## src/rtl/alu_pkg.sv

```systemverilog
// Shared definitions for the sequential non-restoring divider: FSM state
// encoding and result constants used by the top-level control.
package alu_pkg;

    typedef enum logic [1:0] {
        IDLE = 2'd0,
        ITER = 2'd1,
        FIX  = 2'd2,
        DONE = 2'd3
    } state_e;

    // Quotient reported on divide-by-zero; users slice the low WIDTH bits.
    localparam logic [63:0] DIV_ZERO_QUOT = '1;

    // Most negative two's-complement value of the given width (width <= 64).
    function automatic logic [63:0] signed_min(input int unsigned width);
        return 64'(1) << (width - 1);
    endfunction

endpackage

```

## src/rtl/nr_div_step.sv

```systemverilog
// One combinational non-restoring division step on the partial remainder A
// (WIDTH+1 bits, two's complement) and the quotient/dividend shift register Q.
module nr_div_step #(
    parameter int WIDTH = 32
) (
    input  logic [WIDTH:0]   a_in,
    input  logic [WIDTH-1:0] q_in,
    input  logic [WIDTH:0]   m,
    output logic [WIDTH:0]   a_out,
    output logic [WIDTH-1:0] q_out
);

    logic [WIDTH:0] a_sh;

    // Shift {A,Q} left, subtract or add the divisor by the sign of the old A,
    // and retire the new quotient bit into Q[0].
    always_comb begin
        a_sh = {a_in[WIDTH-1:0], q_in[WIDTH-1]};
        if (a_in[WIDTH]) begin
            a_out = a_sh + m;
        end else begin
            a_out = a_sh - m;
        end
        q_out = {q_in[WIDTH-2:0], ~a_out[WIDTH]};
    end

endmodule

```

## src/rtl/alu_div_seq.sv

```systemverilog
// Multi-cycle signed/unsigned non-restoring divider with start/done
// handshake. BITS_PER_CYCLE steps are chained per ITER cycle; the FSM,
// iteration counter and sign fixup live here.
module alu_div_seq
    import alu_pkg::*;
#(
    parameter int WIDTH          = 32,
    parameter int BITS_PER_CYCLE = 1
) (
    input  logic             clk,
    input  logic             clr_n,
    input  logic             start,
    input  logic             is_signed,
    input  logic [WIDTH-1:0] dividend,
    input  logic [WIDTH-1:0] divisor,
    output logic             busy,
    output logic             done,
    output logic [WIDTH-1:0] quotient,
    output logic [WIDTH-1:0] remainder,
    output logic             div_by_zero,
    output logic             overflow
);

    localparam int ITERS = WIDTH / BITS_PER_CYCLE;
    localparam int CNT_W = $clog2(ITERS + 1);
    localparam logic [WIDTH-1:0] MIN_VAL  = WIDTH'(signed_min(WIDTH));
    localparam logic [WIDTH-1:0] QUOT_DBZ = DIV_ZERO_QUOT[WIDTH-1:0];

    state_e           state_q, state_d;
    logic [WIDTH:0]   acc_q, acc_d;       // partial remainder A
    logic [WIDTH-1:0] quo_q, quo_d;       // dividend in, quotient out (Q)
    logic [WIDTH:0]   m_q, m_d;           // divisor magnitude M
    logic [CNT_W-1:0] cnt_q, cnt_d;
    logic             neg_quo_q, neg_quo_d;
    logic             neg_rem_q, neg_rem_d;
    logic [WIDTH-1:0] quotient_q, quotient_d;
    logic [WIDTH-1:0] remainder_q, remainder_d;
    logic             dbz_q, dbz_d;
    logic             ovf_q, ovf_d;

    logic             accept;
    logic             op_zero;
    logic             op_ovf;
    logic             dvd_neg;
    logic             dvs_neg;
    logic [WIDTH-1:0] dvd_mag;
    logic [WIDTH-1:0] dvs_mag;
    logic [WIDTH-1:0] rem_mag;

    logic [WIDTH:0]   a_chain [BITS_PER_CYCLE+1];
    logic [WIDTH-1:0] q_chain [BITS_PER_CYCLE+1];

    assign a_chain[0] = acc_q;
    assign q_chain[0] = quo_q;

    for (genvar i = 0; i < BITS_PER_CYCLE; i++) begin : g_step
        nr_div_step #(.WIDTH(WIDTH)) u_step (
            .a_in  (a_chain[i]),
            .q_in  (q_chain[i]),
            .m     (m_q),
            .a_out (a_chain[i+1]),
            .q_out (q_chain[i+1])
        );
    end

    // Operand classification for the accept cycle.
    always_comb begin
        accept  = start && (state_q == IDLE || state_q == DONE);
        op_zero = (divisor == '0);
        op_ovf  = is_signed && (dividend == MIN_VAL) && (divisor == '1);
        dvd_neg = is_signed && dividend[WIDTH-1];
        dvs_neg = is_signed && divisor[WIDTH-1];
        dvd_mag = dvd_neg ? -dividend : dividend;
        dvs_mag = dvs_neg ? -divisor  : divisor;
        rem_mag = acc_q[WIDTH] ? (acc_q[WIDTH-1:0] + m_q[WIDTH-1:0])
                               : acc_q[WIDTH-1:0];
    end

    // State and datapath registers; clr_n has priority over any start.
    // NOTE: registers use non-blocking assignment so every flop samples the
    // pre-edge values regardless of statement order.
    always_ff @(posedge clk) begin
        if (!clr_n) begin
            state_q     <= IDLE;
            acc_q       <= '0;
            quo_q       <= '0;
            m_q         <= '0;
            cnt_q       <= '0;
            neg_quo_q   <= 1'b0;
            neg_rem_q   <= 1'b0;
            quotient_q  <= '0;
            remainder_q <= '0;
            dbz_q       <= 1'b0;
            ovf_q       <= 1'b0;
        end else begin
            state_q     <= state_d;
            acc_q       <= acc_d;
            quo_q       <= quo_d;
            m_q         <= m_d;
            cnt_q       <= cnt_d;
            neg_quo_q   <= neg_quo_d;
            neg_rem_q   <= neg_rem_d;
            quotient_q  <= quotient_d;
            remainder_q <= remainder_d;
            dbz_q       <= dbz_d;
            ovf_q       <= ovf_d;
        end
    end

    // Next-state logic: special operands short-circuit straight to DONE.
    always_comb begin
        state_d = state_q;
        case (state_q)
            IDLE, DONE: begin
                if (start) begin
                    state_d = (op_zero || op_ovf) ? DONE : ITER;
                end else begin
                    state_d = IDLE;
                end
            end
            ITER:    state_d = (cnt_q == CNT_W'(1)) ? FIX : ITER;
            FIX:     state_d = DONE;
            default: state_d = IDLE;
        endcase
    end

    // Datapath next values: operand load, iteration, and final sign fixup.
    // NOTE: every _d gets a hold default first so no path infers a latch.
    always_comb begin
        acc_d       = acc_q;
        quo_d       = quo_q;
        m_d         = m_q;
        cnt_d       = cnt_q;
        neg_quo_d   = neg_quo_q;
        neg_rem_d   = neg_rem_q;
        quotient_d  = quotient_q;
        remainder_d = remainder_q;
        dbz_d       = dbz_q;
        ovf_d       = ovf_q;

        if (accept) begin
            dbz_d = 1'b0;
            ovf_d = 1'b0;
            if (op_zero) begin
                dbz_d       = 1'b1;
                quotient_d  = QUOT_DBZ;
                remainder_d = dividend;
            end else if (op_ovf) begin
                ovf_d       = 1'b1;
                quotient_d  = MIN_VAL;
                remainder_d = '0;
            end else begin
                acc_d     = '0;
                quo_d     = dvd_mag;
                m_d       = {1'b0, dvs_mag};
                cnt_d     = CNT_W'(ITERS);
                neg_quo_d = dvd_neg ^ dvs_neg;
                neg_rem_d = dvd_neg;
            end
        end else if (state_q == ITER) begin
            acc_d = a_chain[BITS_PER_CYCLE];
            quo_d = q_chain[BITS_PER_CYCLE];
            cnt_d = cnt_q - CNT_W'(1);
        end else if (state_q == FIX) begin
            quotient_d  = neg_quo_q ? -quo_q   : quo_q;
            remainder_d = neg_rem_q ? -rem_mag : rem_mag;
        end
    end

    // Handshake outputs decode from state; results come straight from flops.
    always_comb begin
        busy        = (state_q == ITER) || (state_q == FIX);
        done        = (state_q == DONE);
        quotient    = quotient_q;
        remainder   = remainder_q;
        div_by_zero = dbz_q;
        overflow    = ovf_q;
    end

endmodule

```

## config.mk

```make
export PLATFORM = sky130hd
export DESIGN_NAME = alu_div_seq
export DESIGN_NICKNAME = d
export VERILOG_FILES = /design/src/rtl/alu_pkg.sv /design/src/rtl/nr_div_step.sv /design/src/rtl/alu_div_seq.sv
export SDC_FILE = /design/constraint.sdc
export NUM_CORES = 1
export LEC_CHECK = 0
export CORE_MARGIN = 4
export CORE_UTILIZATION = 53
export DETAILED_ROUTE_END_ITERATION = 10
export MAX_ROUTING_LAYER = met4
export PLACE_DENSITY = 0.79
export SLEW_MARGIN = 20
export SYNTH_ARGS = -nofsm -noshare
export SYNTH_HDL_FRONTEND = slang
export SYNTH_SLANG_ARGS = --single-unit
```

## constraint.sdc

```tcl
create_clock -name clk -period 5.76 [get_ports clk]
set_clock_uncertainty 0.05 [all_clocks]
set_input_delay 1.728 -clock clk [delete_from_list [all_inputs] [get_ports clk]]
set_output_delay 1.728 -clock clk [all_outputs]
set_load 0.005 [all_outputs]
```

==> After elaboration in Yosys (flattened, before gate mapping) <==
Index checks and enable logic that the tools add are counted.
{ "totals": {"reg_bits": 173, "latchBits": 0, "ram_bits": 0, "romBits": 0, "inputBits": 68, "out_inout_bits": 68, "wordCells": 84, "memories": 0} }
{ "op_classes": {"n_addsub": 8, "mul": 0, "div_mod_pow": 0, "n_lt_le_gt_ge": 0, "eq_ne": 10, "shifts": 0, "mux": 35, "bitwise": 4, "n_reduce_logical": 16} }
{ "op_table": {"columns": ["cell", "n"], "rows": [
  ["32-bit two-way mux", 19],
  ["33-bit two-way mux", 5],
  ["32-bit negation", 4],
  ["32-bit equality test (second input constant)", 2],
  ["33-bit by 32-bit adder with 33-bit output", 1],
  ["33-bit by 32-bit subtractor with 33-bit output", 1],
  ["32-bit adder", 1],
  ["32-bit zero test", 1],
  ["6-bit two-way mux", 4],
  ["3-bit AND reduction", 3],
  ["6-bit by 1-bit equality test with 1-bit output (second input constant)", 1],
  ["2-bit two-way mux", 3],
  ["2-bit inequality test (second input constant)", 3],
  ["2-bit case mux with 3 select lines", 1],
  ["6-bit by 1-bit subtractor with 6-bit output (second input constant)", 1],
  ["1-bit logical AND", 5],
  ["2-bit equality test (second input constant)", 2],
  ["2-bit nonzero test", 2],
  ["1-bit logical OR", 3],
  ["1-bit two-way mux", 3],
  ["3-bit by 1-bit inequality test with 1-bit output (second input constant)", 1],
  ["1-bit inverter", 3],
  ["2-bit by 1-bit equality test with 1-bit output (second input constant)", 1],
  ["2-bit zero test", 1],
  ["2 further kinds", 2]
]} }

==> Longest topological paths before layout <==
{ "depth": {"word_depth": 7, "depth_mapped": 23, "depth_no_buf": 21} }

==> Modules after synthesis <==
From an unflattened synthesis, not the netlist that was laid out.
{ "unflattened": {"cells_unflattened": 1943, "area_unflattened_um2": 14395.1} }
{ "modules_own_cells": {"columns": ["module", "instances", "cells_per_inst", "area_each_um2", "seq_area_each_um2"], "rows": [
  ["alu_div_seq", 1, 1553, 11712.5, 3463.3],
  ["nr_div_step", 1, 390, 2682.6, 0.0]
]} }

==> Least setup slack after synthesis <==
OpenSTA, ideal clock, no wires.
{ "synth_path": {"kind": "flip-flop to flip-flop", "startpoint": "reg acc_q[32]", "endpoint": "reg acc_q[32]", "setup_time_ps": 117, "t_arrival_ps": 5493, "t_required_ps": 5593, "path_slack_ps": 100, "stages_incl_launch_ff": 23, "path_buffers": 7, "synth_period_minus_slack_ps": 5660, "path_cell_list": "dfxtp_1 clkbuf_1 clkbuf_1 clkbuf_1 clkbuf_1 buf_1 buf_2 buf_1 mux2_2 inv_1 fa_1 nor2b_1 o21ai_0 a21oi_1 o41ai_1 a21boi_0 o211ai_1 o21ai_0 a311o_1 a21o_1 a21oi_1 xnor2_1 a32o_1"} }
{ "synth_via": {"elab_chain_len": 3} }
{ "synth_lines": {"columns": ["item", "line_no", "source"], "rows": [
  ["start, declared", "alu_div_seq.sv:30", "logic [WIDTH:0] acc_q, acc_d;"],
  ["start signal, assigned", "alu_div_seq.sv:85", "acc_q <= '0;"],
  ["start signal, assigned", "alu_div_seq.sv:97", "acc_q <= acc_d;"],
  ["33-bit two-way mux", "nr_div_step.sv:19", "if (a_in[WIDTH]) begin"],
  ["33-bit two-way mux", "alu_div_seq.sv:160", "end else if (state_q == ITER) begin"],
  ["33-bit two-way mux", "alu_div_seq.sv:141", "if (accept) begin"]
]} }
Every way passes these cells. The select of a mux whose other input is x is not followed.
A chain may end at the register's enable or synchronous reset.

==> Final worst setup path <==
{ "layout_path": {"startpoint": "reg m_q[2]", "endpoint": "reg acc_q[32]"} }
{ "layout_via": {"elab_chain_len": 4, "elab_cells_between_ends": 5, "cone_classes": "add/sub: 2; mux: 3"} }
{ "layout_lines": {"columns": ["item", "line_no", "source"], "rows": [
  ["start, declared", "alu_div_seq.sv:32", "logic [WIDTH:0] m_q, m_d;"],
  ["start signal, assigned", "alu_div_seq.sv:99", "m_q <= m_d;"],
  ["33-bit by 32-bit subtractor with 33-bit output or 33-bit by 32-bit adder with 33-bit output (tied branches)", "nr_div_step.sv:22, nr_div_step.sv:20", null],
  ["33-bit two-way mux *", "nr_div_step.sv:19", null],
  ["33-bit two-way mux *", "alu_div_seq.sv:160", null],
  ["33-bit two-way mux *", "alu_div_seq.sv:141", null]
]} }
Every way passes the cells marked *; elsewhere a longest branch is shown, timed or not. The select of a mux whose other input is x is not followed.

==> flow_results.xml <==
<?xml version="1.0" encoding="UTF-8"?>
<metrics>
  <group name="outcome">
    <metric name="outcome" unit="">finished, final reports clean</metric>
  </group>
  <group name="synthesis">
    <metric name="synth-warning-count" unit="">0</metric>
    <metric name="synth.avg_cell_area" unit="um^2">7.66</metric>
    <metric name="synthSimpleGateAreaFrac" unit="">0.226</metric>
    <metric name="synth_mux_area_frac" unit="">0.0142</metric>
    <metric name="synth_largest_area_cell" unit="">sky130_fd_sc_hd__dfxtp_1</metric>
    <metric name="ys_seq_area_frac" unit="">0.247</metric>
    <metric name="ys_top_cells_by_area" unit="">sky130_fd_sc_hd__dfxtp_1 (25%), sky130_fd_sc_hd__ha_1 (6.6%), sky130_fd_sc_hd__xnor2_1 (6.3%)</metric>
    <metric name="fraction_of_registers_with_async_set_reset" unit="">0</metric>
    <metric name="post_synth_instance_area" unit="um^2">14000</metric>
    <metric name="syn_nets" unit="">1972</metric>
    <metric name="synthXorXnorAreaFrac" unit="">0.122</metric>
    <metric name="ys_seq_elements" unit="">173</metric>
    <metric name="synth-edff-count" unit="">0</metric>
    <metric name="synth_top_area_frac" unit="">0.247</metric>
    <metric name="synth.lib_cells_used.distinct" unit="">83</metric>
    <metric name="yosys.area_share.adder" unit="">0.0690</metric>
    <metric name="synth_compound_gate_area_share" unit="">0.281</metric>
    <metric name="synth_top_family_by_area" unit="">compound AO/OA/AOI/OAI gates</metric>
    <metric name="netlist_instances" unit="">1828</metric>
    <metric name="postSynth.topFlopCell" unit="">sky130_fd_sc_hd__dfxtp_1</metric>
  </group>
  <group name="cells_and_area">
    <metric name="fillCellCount" unit="">2324</metric>
    <metric name="antenna_cells" unit="">0</metric>
    <metric name="fin_area" unit="um^2">16200</metric>
    <metric name="layout-area-overhead-vs-synth" unit="%">16.0</metric>
    <metric name="final_cell_count_no_fill" unit="">2251</metric>
    <metric name="fin_nets" unit="">2047</metric>
    <metric name="most-common-layout-cells" unit="">sky130_fd_sc_hd__nand2_1 (180), sky130_fd_sc_hd__dfxtp_1 (172), sky130_fd_sc_hd__a21oi_1 (148), sky130_fd_sc_hd__nor2_1 (141), sky130_fd_sc_hd__clkdlybuf4s50_1 (134)</metric>
    <metric name="leading_cell_type_in_the_layout_fill_and_taps_excluded" unit="">sky130_fd_sc_hd__nand2_1</metric>
    <metric name="layout-drive-gt1-share" unit="">0.0527</metric>
  </group>
  <group name="setup_path">
    <metric name="r2r.worst_path.cells" unit="">21</metric>
    <metric name="cp-endpoint" unit="">acc_q[32]</metric>
    <metric name="cpPeakStageDelay" unit="ns">0.58</metric>
    <metric name="path_common_cell" unit="">sky130_fd_sc_hd__nor2_1</metric>
    <metric name="crit_required" unit="ns">6.03</metric>
    <metric name="setup.worst_path.end_class" unit="">flip-flop</metric>
    <metric name="worst-path-buf-inv" unit="">0</metric>
    <metric name="r2r_slack" unit="ns">0.47</metric>
    <metric name="crit_path_cell_trace" unit="">or4_1 &gt; nor4_1 &gt; nor2b_1 &gt; nand2_1 &gt; nor3_1 &gt; nor3b_1 &gt; nand2_1 &gt; nor2_1 &gt; nor2_1 &gt; xor2_1 &gt; ha_1 &gt; nand4_1 &gt; nor2_1 &gt; a211o_1 &gt; nor3_1 &gt; o21ai_0 &gt; a311o_1 &gt; a21o_1 &gt; a21oi_1 &gt; xnor2_1 &gt; a32o_1</metric>
    <metric name="critPathSlowestCell" unit="">sky130_fd_sc_hd__or4_1</metric>
    <metric name="rr_startpoint" unit="">m_q[2]</metric>
    <metric name="cp-startpoint" unit="">m_q[2]</metric>
    <metric name="worst_path_dominant_cell_family" unit="">simple AND/OR/NAND/NOR gates</metric>
    <metric name="timing.critical_path.fanout_max" unit="">5</metric>
    <metric name="criticalPathCategory" unit="">flip-flop to flip-flop</metric>
    <metric name="cp.depth" unit="">21</metric>
    <metric name="worst_setup_path_start_kind" unit="">flip-flop</metric>
    <metric name="arr_time_crit_path" unit="ns">5.56</metric>
    <metric name="end_of_the_worst_register_to_register_path" unit="">acc_q[32]</metric>
  </group>
  <group name="sta">
    <metric name="grt_setup_unrepaired" unit="">false</metric>
    <metric name="timing.final.max_slew_violations" unit="">0</metric>
    <metric name="timing.final.crit_period" unit="ns">5.29</metric>
    <metric name="worst_slew_margin_rel" unit="">0.352</metric>
    <metric name="setup_total_negative_slack" unit="ns">0</metric>
    <metric name="fmax" unit="GHz">0.189</metric>
    <metric name="timing_hold_violations_final" unit="">0</metric>
    <metric name="timing_worst_slew_pin_value" unit="ns">0.972</metric>
    <metric name="setup-violations-final" unit="">0</metric>
    <metric name="final_min_period_over_clock_period" unit="">0.918</metric>
  </group>
  <group name="place">
    <metric name="dpl.hpwl" unit="mm">30.2</metric>
    <metric name="place_inst" unit="">2218</metric>
    <metric name="placedInstanceArea" unit="um^2">15600</metric>
    <metric name="port_buffers" unit="">135</metric>
    <metric name="place.gp.congestion" unit="">0.945</metric>
  </group>
  <group name="floorplan">
    <metric name="fp.coreArea" unit="um^2">26100</metric>
    <metric name="rows" unit="">59</metric>
    <metric name="io_pins" unit="">136</metric>
    <metric name="initial_utilization" unit="">0.537</metric>
    <metric name="die_area" unit="um^2">29100</metric>
    <metric name="die_outline_width" unit="um">171</metric>
    <metric name="die_h" unit="um">171</metric>
  </group>
  <group name="run">
    <metric name="max_cap_viol_count" unit="">0</metric>
  </group>
  <group name="min_path">
    <metric name="holdCritPathClass" unit="">flip-flop to flip-flop</metric>
    <metric name="hold_depth" unit="">2</metric>
  </group>
  <group name="grt">
    <metric name="initial_antenna_violation_count" unit="">0</metric>
    <metric name="track_usage" unit="">0.275</metric>
    <metric name="first_global_vias" unit="">13000</metric>
    <metric name="grt_start_max_net_pins" unit="">116</metric>
    <metric name="grt_first_pass_wirelength" unit="mm">64.4</metric>
    <metric name="grt.overflow.total" unit="">0</metric>
  </group>
  <group name="cts">
    <metric name="cts_max_level" unit="">4</metric>
    <metric name="cts_setup_buffers" unit="">0</metric>
    <metric name="cts.hold.buffers_added" unit="">0</metric>
    <metric name="clk_pin_slew" unit="ns">0.07</metric>
    <metric name="ctsRootBufferMaster" unit="">sky130_fd_sc_hd__clkbuf_16</metric>
    <metric name="tritoncts_clock_tree" unit="">done</metric>
    <metric name="post_cts.resized_instances" unit="">0</metric>
    <metric name="cts-buffers-inserted" unit="">17</metric>
    <metric name="cts.sinks" unit="">173</metric>
    <metric name="clock_path_buffers" unit="">2</metric>
    <metric name="clock_insertion_delay_worst_skew" unit="ns">0.44</metric>
  </group>
  <group name="power">
    <metric name="total_power_per_unit_cell_area" unit="nW/um^2">274</metric>
    <metric name="total_power" unit="mW">4.45</metric>
    <metric name="share_comb_of_total_power" unit="">0.413</metric>
    <metric name="p_int" unit="mW">2.70</metric>
    <metric name="seqPwrFrac" unit="">0.326</metric>
    <metric name="power_frac_clock" unit="">0.261</metric>
    <metric name="power_switching" unit="mW">1.75</metric>
    <metric name="netSwitchingFraction" unit="">0.393</metric>
    <metric name="power_leakage" unit="nW">6.38</metric>
    <metric name="vdd_drop_max" unit="V">0.000211</metric>
  </group>
  <group name="routing">
    <metric name="avgRoutedWirePerCell" unit="um">17.7</metric>
    <metric name="postRouteWirelength" unit="mm">40.0</metric>
    <metric name="drt_pre_antenna_iters" unit="">6</metric>
    <metric name="viasPerCell" unit="">6.21</metric>
    <metric name="number_of_design_rule_violations_left_by_the_first_detailed_router_iteration" unit="">1196</metric>
    <metric name="detail-route-antenna-nets" unit="">0</metric>
    <metric name="detail_route.drc_violations" unit="">0</metric>
    <metric name="route.vias.total" unit="">14000</metric>
  </group>
</metrics>
[cells in the mapped netlist, drive strengths merged, types with 30 or more instances]
cell	number
a211oi	30
a21boi	30
a21oi	149
a221oi	44
clkbuf	94
dfxtp	173
ha	74
inv	43
nand2	181
nand3	55
nor2	144
nor2b	68
nor3	49
o211a	33
o21ai	110
xnor2	101
xor2	94
[logic make-up after synthesis]
kind of cell	Yosys count
compound gates	575
xor+xnor	195
fa+ha+maj	76
buf+inv	149
flops	173
mux	19
simple gates	641
[flip-flops by register name, indices dropped and copies added, names as in the netlist]
| register | flops |
|---|---|
| acc_q | 33 |
| div_by_zero | 1 |
| quo_q | 32 |
| quotient | 32 |
| neg_rem_q | 1 |
| m_q | 32 |
| neg_quo_q | 1 |
| cnt_q | 6 |
| state_q | 2 |
| overflow | 1 |
| remainder | 32 |
[worst reg2reg max path, cell delays in order (launching register included)]
cell                      delay (ns)
sky130_fd_sc_hd__dfxtp_1        0.31
sky130_fd_sc_hd__or4_1          0.58
sky130_fd_sc_hd__nor4_1         0.30
sky130_fd_sc_hd__nor2b_1        0.26
sky130_fd_sc_hd__nand2_1        0.10
sky130_fd_sc_hd__nor3_1         0.28
sky130_fd_sc_hd__nor3b_1        0.41
sky130_fd_sc_hd__nand2_1        0.15
sky130_fd_sc_hd__nor2_1         0.14
sky130_fd_sc_hd__nor2_1         0.08
sky130_fd_sc_hd__xor2_1         0.19
sky130_fd_sc_hd__ha_1           0.37
sky130_fd_sc_hd__nand4_1        0.14
sky130_fd_sc_hd__nor2_1         0.07
sky130_fd_sc_hd__a211o_1        0.30
sky130_fd_sc_hd__nor3_1         0.13
sky130_fd_sc_hd__o21ai_0        0.18
sky130_fd_sc_hd__a311o_1        0.35
sky130_fd_sc_hd__a21o_1         0.19
sky130_fd_sc_hd__a21oi_1        0.17
sky130_fd_sc_hd__xnor2_1        0.14
sky130_fd_sc_hd__a32o_1         0.27
[final cells by class]
type                            instances  area, um^2  share of cell area
Clock buffer                           18         429              0.0264
Sequential cell                       173        3460               0.213
Clock inverter                         14         170              0.0105
Inverter                               44         165              0.0102
Tap cell                              335         419              0.0258
Timing Repair Buffer                  161        1580              0.0971
Multi-Input combinational cell       1506       10000               0.617
[metal layers]
layer | up-vias | track usage | part of all wire
met4 | 0 | 0.0684 | 0.017
li1 | 6869 | - | -
met2 | 461 | 0.460 | 0.47
met5 | - | - | 0
met1 | 6590 | 0.354 | 0.45
met3 | 50 | 0.0351 | 0.061
[power by group through the flow]
| stage | Combinational [mW] | Clock, mW | Sequential (mW) |
|---|---|---|---|
| after global routing | 2.05 | 1.23 | 1.47 |
| after CTS | 1.82 | 1.17 | 1.45 |
| after detailed placement | 1.81 | 0 | 1.48 |
| final | 1.84 | 1.16 | 1.45 |
| after global placement | 1.77 | 0 | 1.47 |
| after floorplan | 1.36 | 0 | 1.42 |
[worst min path at each step]
stage                   from            end
6_report       remainder[17]  remainder[17]
5_1_grt          quotient[0]    quotient[0]
4_1_cts        remainder[17]  remainder[17]
3_5_place_dp   remainder[17]  remainder[17]
3_3_place_gp   remainder[17]  remainder[17]
2_1_floorplan       cnt_q[4]       cnt_q[4]
[metrics by stage]
stage	hold WS [ns]	utilization	setup WS [ns]
final	0.441	0.623	0.473
after global routing	0.472	0.623	0.167
after CTS	0.440	0.623	0.544
after detailed placement	0.429	0.600	0.326
after global placement	0.417	0.600	0.177
after floorplan	0.401	-	0.0999
(Power assumes the default switching activity.)
